--- config.mk ---
export PLATFORM = sky130hd
export DESIGN_NAME = adc_capture_ctrl
export DESIGN_NICKNAME = d
export VERILOG_FILES = /design/src/rtl/adc_capture_pkg.sv /design/src/rtl/adc_capture_wrport.sv /design/src/rtl/adc_capture_ctrl.sv
export SDC_FILE = /design/constraint.sdc
export NUM_CORES = 1
export LEC_CHECK = 0
export CAP_MARGIN = 20
export CORE_AREA = 2 2 165 167
export CTS_CLUSTER_SIZE = 20
export DETAILED_ROUTE_END_ITERATION = 7
export DIE_AREA = 0 0 167 169
export GPL_ROUTABILITY_DRIVEN = 0
export GPL_TIMING_DRIVEN = 1
export MAX_ROUTING_LAYER = met4
export PLACE_DENSITY = 0.62
export SKIP_LAST_GASP = 1
export SLEW_MARGIN = 20
export SYNTH_ARGS = -nofsm -noshare
export SYNTH_HDL_FRONTEND = slang
export SYNTH_SLANG_ARGS = --single-unit
--- constraint.sdc ---
create_clock -name i_62clk -period 7.72 [get_ports i_62clk]
set_input_delay 1.93 -clock i_62clk [delete_from_list [all_inputs] [get_ports i_62clk]]
set_output_delay 1.93 -clock i_62clk [all_outputs]
set_load 0.005 [all_outputs]
--- src/rtl/adc_capture_pkg.sv ---
// Shared types and defaults for the ADC capture controller slice.
package adc_capture_pkg;

  localparam int DATA_W_DEF = 64;
  localparam int ADDR_W_DEF = 14;
  localparam int BRAM_DEPTH = 1 << ADDR_W_DEF;

  typedef enum logic [2:0] {
    ST_IDLE  = 3'd0,
    ST_PRE   = 3'd1,
    ST_ARMED = 3'd2,
    ST_POST  = 3'd3,
    ST_DONE  = 3'd4
  } cap_state_e;

endpackage

--- src/rtl/adc_capture_wrport.sv ---
// Registered BRAM write-port stage: owns the ring pointer and presents each
// accepted word on the BRAM port one cycle after it is requested.
module adc_capture_wrport
  import adc_capture_pkg::*;
#(
  parameter int DATA_W = DATA_W_DEF,
  parameter int ADDR_W = ADDR_W_DEF
) (
  input  logic                  clk,
  input  logic                  rst,
  input  logic                  clr,
  input  logic                  wr_req,
  input  logic [DATA_W-1:0]     data,
  output logic [ADDR_W-1:0]     wraddress,
  output logic [DATA_W-1:0]     wrdata,
  output logic                  wren,
  output logic [DATA_W/8-1:0]   byteen,
  output logic [ADDR_W-1:0]     ptr
);

  // The pointer wraps naturally at the power-of-two depth.
  always_ff @(posedge clk or posedge rst) begin
    if (rst) begin
      wraddress <= '0;
      wrdata    <= '0;
      wren      <= 1'b0;
      byteen    <= '0;
      ptr       <= '0;
    end else begin
      wren   <= wr_req;
      byteen <= wr_req ? '1 : '0;
      if (clr) begin
        ptr <= '0;
      end else if (wr_req) begin
        wraddress <= ptr;
        wrdata    <= data;
        ptr       <= ptr + ADDR_W'(1);
      end
    end
  end

endmodule

--- src/rtl/adc_capture_ctrl.sv ---
// Pre-/post-trigger ring-buffer capture controller driving the write side of
// the dual-clock capture BRAM and reporting the captured window location.
module adc_capture_ctrl
  import adc_capture_pkg::*;
#(
  parameter int DATA_W = DATA_W_DEF,
  parameter int ADDR_W = ADDR_W_DEF
) (
  input  logic                  i_62clk,
  input  logic                  i_reset,
  input  logic [DATA_W-1:0]     i_adc_data,
  input  logic                  i_adc_valid,
  input  logic                  i_arm,
  input  logic                  i_abort,
  input  logic                  i_trig,
  input  logic [ADDR_W:0]       i_capture_len,
  input  logic [ADDR_W-1:0]     i_pretrig_len,
  output logic [ADDR_W-1:0]     o_wraddress,
  output logic [DATA_W-1:0]     o_wrdata,
  output logic                  o_wren,
  output logic [DATA_W/8-1:0]   o_byteen,
  output logic                  o_busy,
  output logic                  o_done,
  output logic [ADDR_W-1:0]     o_start_addr,
  output logic [ADDR_W-1:0]     o_trig_addr,
  output logic [2:0]            o_state
);

  localparam logic [2:0] S_IDLE  = ST_IDLE;
  localparam logic [2:0] S_PRE   = ST_PRE;
  localparam logic [2:0] S_ARMED = ST_ARMED;
  localparam logic [2:0] S_POST  = ST_POST;
  localparam logic [2:0] S_DONE  = ST_DONE;

  localparam logic [ADDR_W:0] DEPTH = {1'b1, {ADDR_W{1'b0}}};

  logic [2:0]        state, state_nxt;
  logic [ADDR_W-1:0] pre_eff, pre_cnt, pre_cnt_nxt;
  logic [ADDR_W:0]   post_eff, post_cnt, post_cnt_nxt;
  logic [ADDR_W:0]   len_eff_c, post_eff_c;
  logic [ADDR_W-1:0] pre_eff_c;
  logic [ADDR_W-1:0] wr_ptr;
  logic              idle_like, capturing, arm_ok, wr_req;

  assign idle_like   = (state == S_IDLE) || (state == S_DONE);
  assign capturing   = (state == S_PRE) || (state == S_ARMED) || (state == S_POST);
  assign arm_ok      = i_arm && !i_abort && idle_like;
  assign wr_req      = i_adc_valid && !i_abort && capturing;
  assign pre_cnt_nxt  = pre_cnt + ADDR_W'(1);
  assign post_cnt_nxt = post_cnt + (ADDR_W+1)'(1);

  // Window sizes as they would be latched if an arm were accepted this cycle.
  always_comb begin
    len_eff_c = ((i_capture_len == '0) || (i_capture_len > DEPTH)) ? DEPTH : i_capture_len;
    pre_eff_c = ({1'b0, i_pretrig_len} < len_eff_c) ? i_pretrig_len
                                                    : ADDR_W'(len_eff_c - (ADDR_W+1)'(1));
    post_eff_c = len_eff_c - {1'b0, pre_eff_c};
  end

  always_comb begin
    state_nxt = state;
    if (i_abort) begin
      state_nxt = S_IDLE;
    end else begin
      case (state)
        S_IDLE, S_DONE:
          if (i_arm) state_nxt = (pre_eff_c == '0) ? S_ARMED : S_PRE;
        S_PRE:
          if (i_adc_valid && (pre_cnt_nxt == pre_eff)) state_nxt = S_ARMED;
        S_ARMED:
          if (i_adc_valid && i_trig)
            state_nxt = (post_eff == (ADDR_W+1)'(1)) ? S_DONE : S_POST;
        S_POST:
          if (i_adc_valid && (post_cnt_nxt == post_eff)) state_nxt = S_DONE;
        default:
          state_nxt = S_IDLE;
      endcase
    end
  end

  // o_done is set on the same edge that registers the final write, so it
  // rises together with that word's o_wren.
  always_ff @(posedge i_62clk or posedge i_reset) begin
    if (i_reset) begin
      state        <= S_IDLE;
      o_busy       <= 1'b0;
      o_done       <= 1'b0;
      o_start_addr <= '0;
      o_trig_addr  <= '0;
      pre_eff      <= '0;
      post_eff     <= '0;
      pre_cnt      <= '0;
      post_cnt     <= '0;
    end else begin
      state  <= state_nxt;
      o_busy <= (state_nxt == S_PRE) || (state_nxt == S_ARMED) || (state_nxt == S_POST);
      if (i_abort) begin
        o_done       <= 1'b0;
        o_start_addr <= '0;
        o_trig_addr  <= '0;
      end else if (arm_ok) begin
        pre_eff      <= pre_eff_c;
        post_eff     <= post_eff_c;
        pre_cnt      <= '0;
        post_cnt     <= '0;
        o_done       <= 1'b0;
        o_start_addr <= '0;
        o_trig_addr  <= '0;
      end else if (wr_req) begin
        case (state)
          S_PRE: pre_cnt <= pre_cnt_nxt;
          S_ARMED:
            if (i_trig) begin
              o_trig_addr  <= wr_ptr;
              o_start_addr <= wr_ptr - pre_eff;
              post_cnt     <= (ADDR_W+1)'(1);
              if (post_eff == (ADDR_W+1)'(1)) o_done <= 1'b1;
            end
          S_POST: begin
            post_cnt <= post_cnt_nxt;
            if (post_cnt_nxt == post_eff) o_done <= 1'b1;
          end
          default: ;
        endcase
      end
    end
  end

  assign o_state = state;

  adc_capture_wrport #(
    .DATA_W (DATA_W),
    .ADDR_W (ADDR_W)
  ) u_wrport (
    .clk       (i_62clk),
    .rst       (i_reset),
    .clr       (arm_ok),
    .wr_req    (wr_req),
    .data      (i_adc_data),
    .wraddress (o_wraddress),
    .wrdata    (o_wrdata),
    .wren      (o_wren),
    .byteen    (o_byteen),
    .ptr       (wr_ptr)
  );

endmodule

==> flow_summary.yaml <==
die:
  initial_core_util_pct: 39.6
  die_area_mm2: 0.0282
  core_mm2: 0.0265
  dieWidth_um: 167
  ios: 219
  placementRows: 60
  fp.dieH_um: 169
place:
  dp_slack_ns: 0.677
  portBuffers: 218
  hpwl_um: 21700
global_routing:
  grt_pass1_wl_um: 47400
  grt_max_degree: 126
  grt_use_total_pct: 21.4
  antenna_found_initial: 0
  grt_overflow: 0
  first_global_vias: 8626
routing:
  drt-total-wl_um: 29500
  wl_per_cell_um: 16.6
  ant_nets: 0
  post_drt_via_cell_ratio: 5.26
  vias: 9360
  firstDrtPassIters: 7
  drt_iter0_drc: 819
  drc_errors: 0
run_status:
  status: "finished clean"
finish:
  largest_register_ffs: 64
  utilization_pct: 51.1
  top_regs: "u_wrport.wrdata x64, post_cnt x15, post_eff x15"
  syn2layout_area_growth_pct: 29.0
  drive_gt1_share_pct: 4.38
  regMostFlops: "u_wrport.wrdata"
  antenna_cells: 0
  nets: 1572
clock_network:
  cts_resized: 0
  cts_max_path_buffers: 2
  cts_setup_buffers: 0
  cts-root-buf: "clkbuf_16"
  cts_tree: "done"
  clock-sinks: 184
  numCtsBuffers: 17
  htree_num_levels: 4
  path_clk_slew_ns: 0.09
  hold_buffers: 0
  clk_latency_ns: 0.44
min_path:
  hp-class: "reg2reg"
timing:
  clock_skew_ns: 0.0171
  whs_ns: 0.477
  fmax_ghz: 0.150
  worstMarginPinSlew_ns: 0.919
  fin_crit_ns: 6.66
  fin_setup_tns_ns: 0
  maxSlewHeadroom_pct: 38.7
  grt_setup_unrepaired: "no"
  period_share_pct: 86.3
  setup_viol: 0
  hold_violations: 0
  worst_slack_ns: 1.06
  slew_viol_final: 0
logic_synthesis:
  synth-edff-count: 0
  synth_fp_nets: 1390
  synth-main-ff-cell: "dfrtp_1"
  synth_top_cell_area_share_pct: 43.9
  synth_area_per_cell_um2: 8.43
  yosys-top-cells-area: "dfrtp_1 (44%), nand2_1 (12%), ha_1 (5.2%)"
  async_flop_share_pct: 100
  synth_commonest_cells: "nand2_1 (347), dfrtp_1 (184), o21ai_0 (103)"
  synth-seq-area-share_pct: 43.9
  yosys.cell_count.top_type: "nand2_1"
  synthesis.area_mm2: 0.0105
  syn_inst: 1245
  yosysUniqueCellTypes: 66
  ys_ff_latch: 184
  synth_top_area_cell: "dfrtp_1"
  synth_warnings: 0
worst_setup_path:
  crit_required_ns: 8.01
  slowest_delay_ns: 0.67
  cp.arrival_ns: 6.95
  endpoint_kind: "register"
  start_kind: "input pin"
  path_max_fanout: 20
  critPathKind: "in2reg"
  cpMaxStageDelayCell: "clkdlybuf4s50_1"
  crit_chain: "clkdlybuf4s50_1 > clkinv_1 > nand2_1 > ha_1 > a211o_1 > o32a_1 > o31a_1 > buf_4 > a31oi_1 > ha_1 > fa_1 > nor2b_1 > o21ai_0 > a21oi_1 > o41ai_1 > buf_4 > o211ai_1 > a31oi_1 > xor2_1 > o21ai_0"
pwr:
  power_density_mw_per_mm2: 215
  swShare_pct: 32.7
  power.switching_w: 0.000951
  p_leak_nw: 6.16
  ir_drop_mv: 0.145
  internal-power_w: 0.00196
  pwr-share-clk_pct: 31.2
  power_w: 0.00291
  power_frac_comb_pct: 26.8
  p_seq_share_pct: 42.0
flow_run:
  drv_cap: 0
layout by cell type (no fill, tap or decap), types with 6 or more instances in the layout:
cell type	synthesis	layout
nand2_1	347	347
clkdlybuf4s50_1	0	218
dfrtp_1	184	184
o21ai_0	103	103
nand3_1	67	66
nor2_1	62	62
ha_1	44	44
xnor2_1	40	40
inv_1	40	38
xor2_1	34	34
a21oi_1	33	32
nor3_1	24	24
o31ai_1	17	17
nand4_1	17	17
clkbuf_16	0	17
and3_1	15	15
mux2i_1	15	15
a31oi_1	14	14
nor4_1	13	13
nor2b_1	10	10
buf_4	9	9
clkinv_8	0	8
or2_2	7	7
o211ai_1	7	7
and2_1	6	6
nand2b_1	6	6
or3_1	6	6
area by class of cell:
type | count | area (µm²)
Fill cell | 2457 | 13000
Multi-Input combinational cell | 955 | 5460
Sequential cell | 184 | 4600
Timing Repair Buffer | 228 | 2260
Tap cell | 341 | 427
Clock buffer | 17 | 425
Clock inverter | 15 | 205
Inverter | 41 | 161
power groups by stage:
stage | clock network, W | registers (W) | logic, W
after floorplan | 0 | 0.00122 | 0.000405
after global placement | 0 | 0.00124 | 0.000768
after detailed placement | 0 | 0.00124 | 0.000779
after CTS | 0.000929 | 0.00122 | 0.000784
after global routing | 0.000970 | 0.00124 | 0.000861
final | 0.000908 | 0.00122 | 0.000778
through the flow:
stage | instances | instance area [µm²]
final | 1781 | 13500
after global routing | 1781 | 13500
after CTS | 1780 | 13500
after detailed placement | 1748 | 12900
after global placement | 1748 | 12900
after floorplan | 1245 | 10500
final timing paths:
kind                                                  from                         endpoint  slack [ns]  depth (start not counted)
max                                      i_capture_len[14]         post_eff[14]$_DFFE_PP0P_        1.06                         20
min                        u_wrport.wrdata[52]$_DFFE_PP0P_  u_wrport.wrdata[52]$_DFFE_PP0P_        0.48                          2
max reg2reg                    u_wrport.ptr[0]$_DFFE_PP0N_     o_start_addr[12]$_DFFE_PP0P_        4.55                         12
min reg2reg                u_wrport.wrdata[52]$_DFFE_PP0P_  u_wrport.wrdata[52]$_DFFE_PP0P_        0.48                          2
max in group asynchronous                          i_reset      o_start_addr[3]$_DFFE_PP0P_        4.38                          3
min in group asynchronous                          i_reset      o_trig_addr[12]$_DFFE_PP0P_        2.06                          2
per-layer routing:
layer	track usage [%]	share of wire (%)	vias up
met4	4.65	1.1	0
li1	-	-	4643
met5	-	0	-
met3	2.64	4.2	29
met2	33.9	48	265
met1	29.5	47	4423
logic make-up (layout without fill, tap and decap cells):
kind of cell | Yosys count | after routing | share of synthesized area [%]
compound gates | 220 | 220 | 12.9
xor+xnor | 75 | 75 | 6.39
fa+ha+maj | 46 | 46 | 5.63
buf+inv | 106 | 301 | 4.26
flops | 184 | 184 | 43.9
mux | 15 | 15 | 1.43
simple gates | 599 | 599 | 25.5
critical path: cells and delay by family:
family	cells	cell delay [ns]
AO/OA/AOI/OAI	10	2.25
buffers and inverters	4	1.56
adder cells (fa/ha/maj)	3	0.74
AND/OR/NAND/NOR	2	0.29
XOR/XNOR	1	0.15
(Power assumes the default switching activity.)
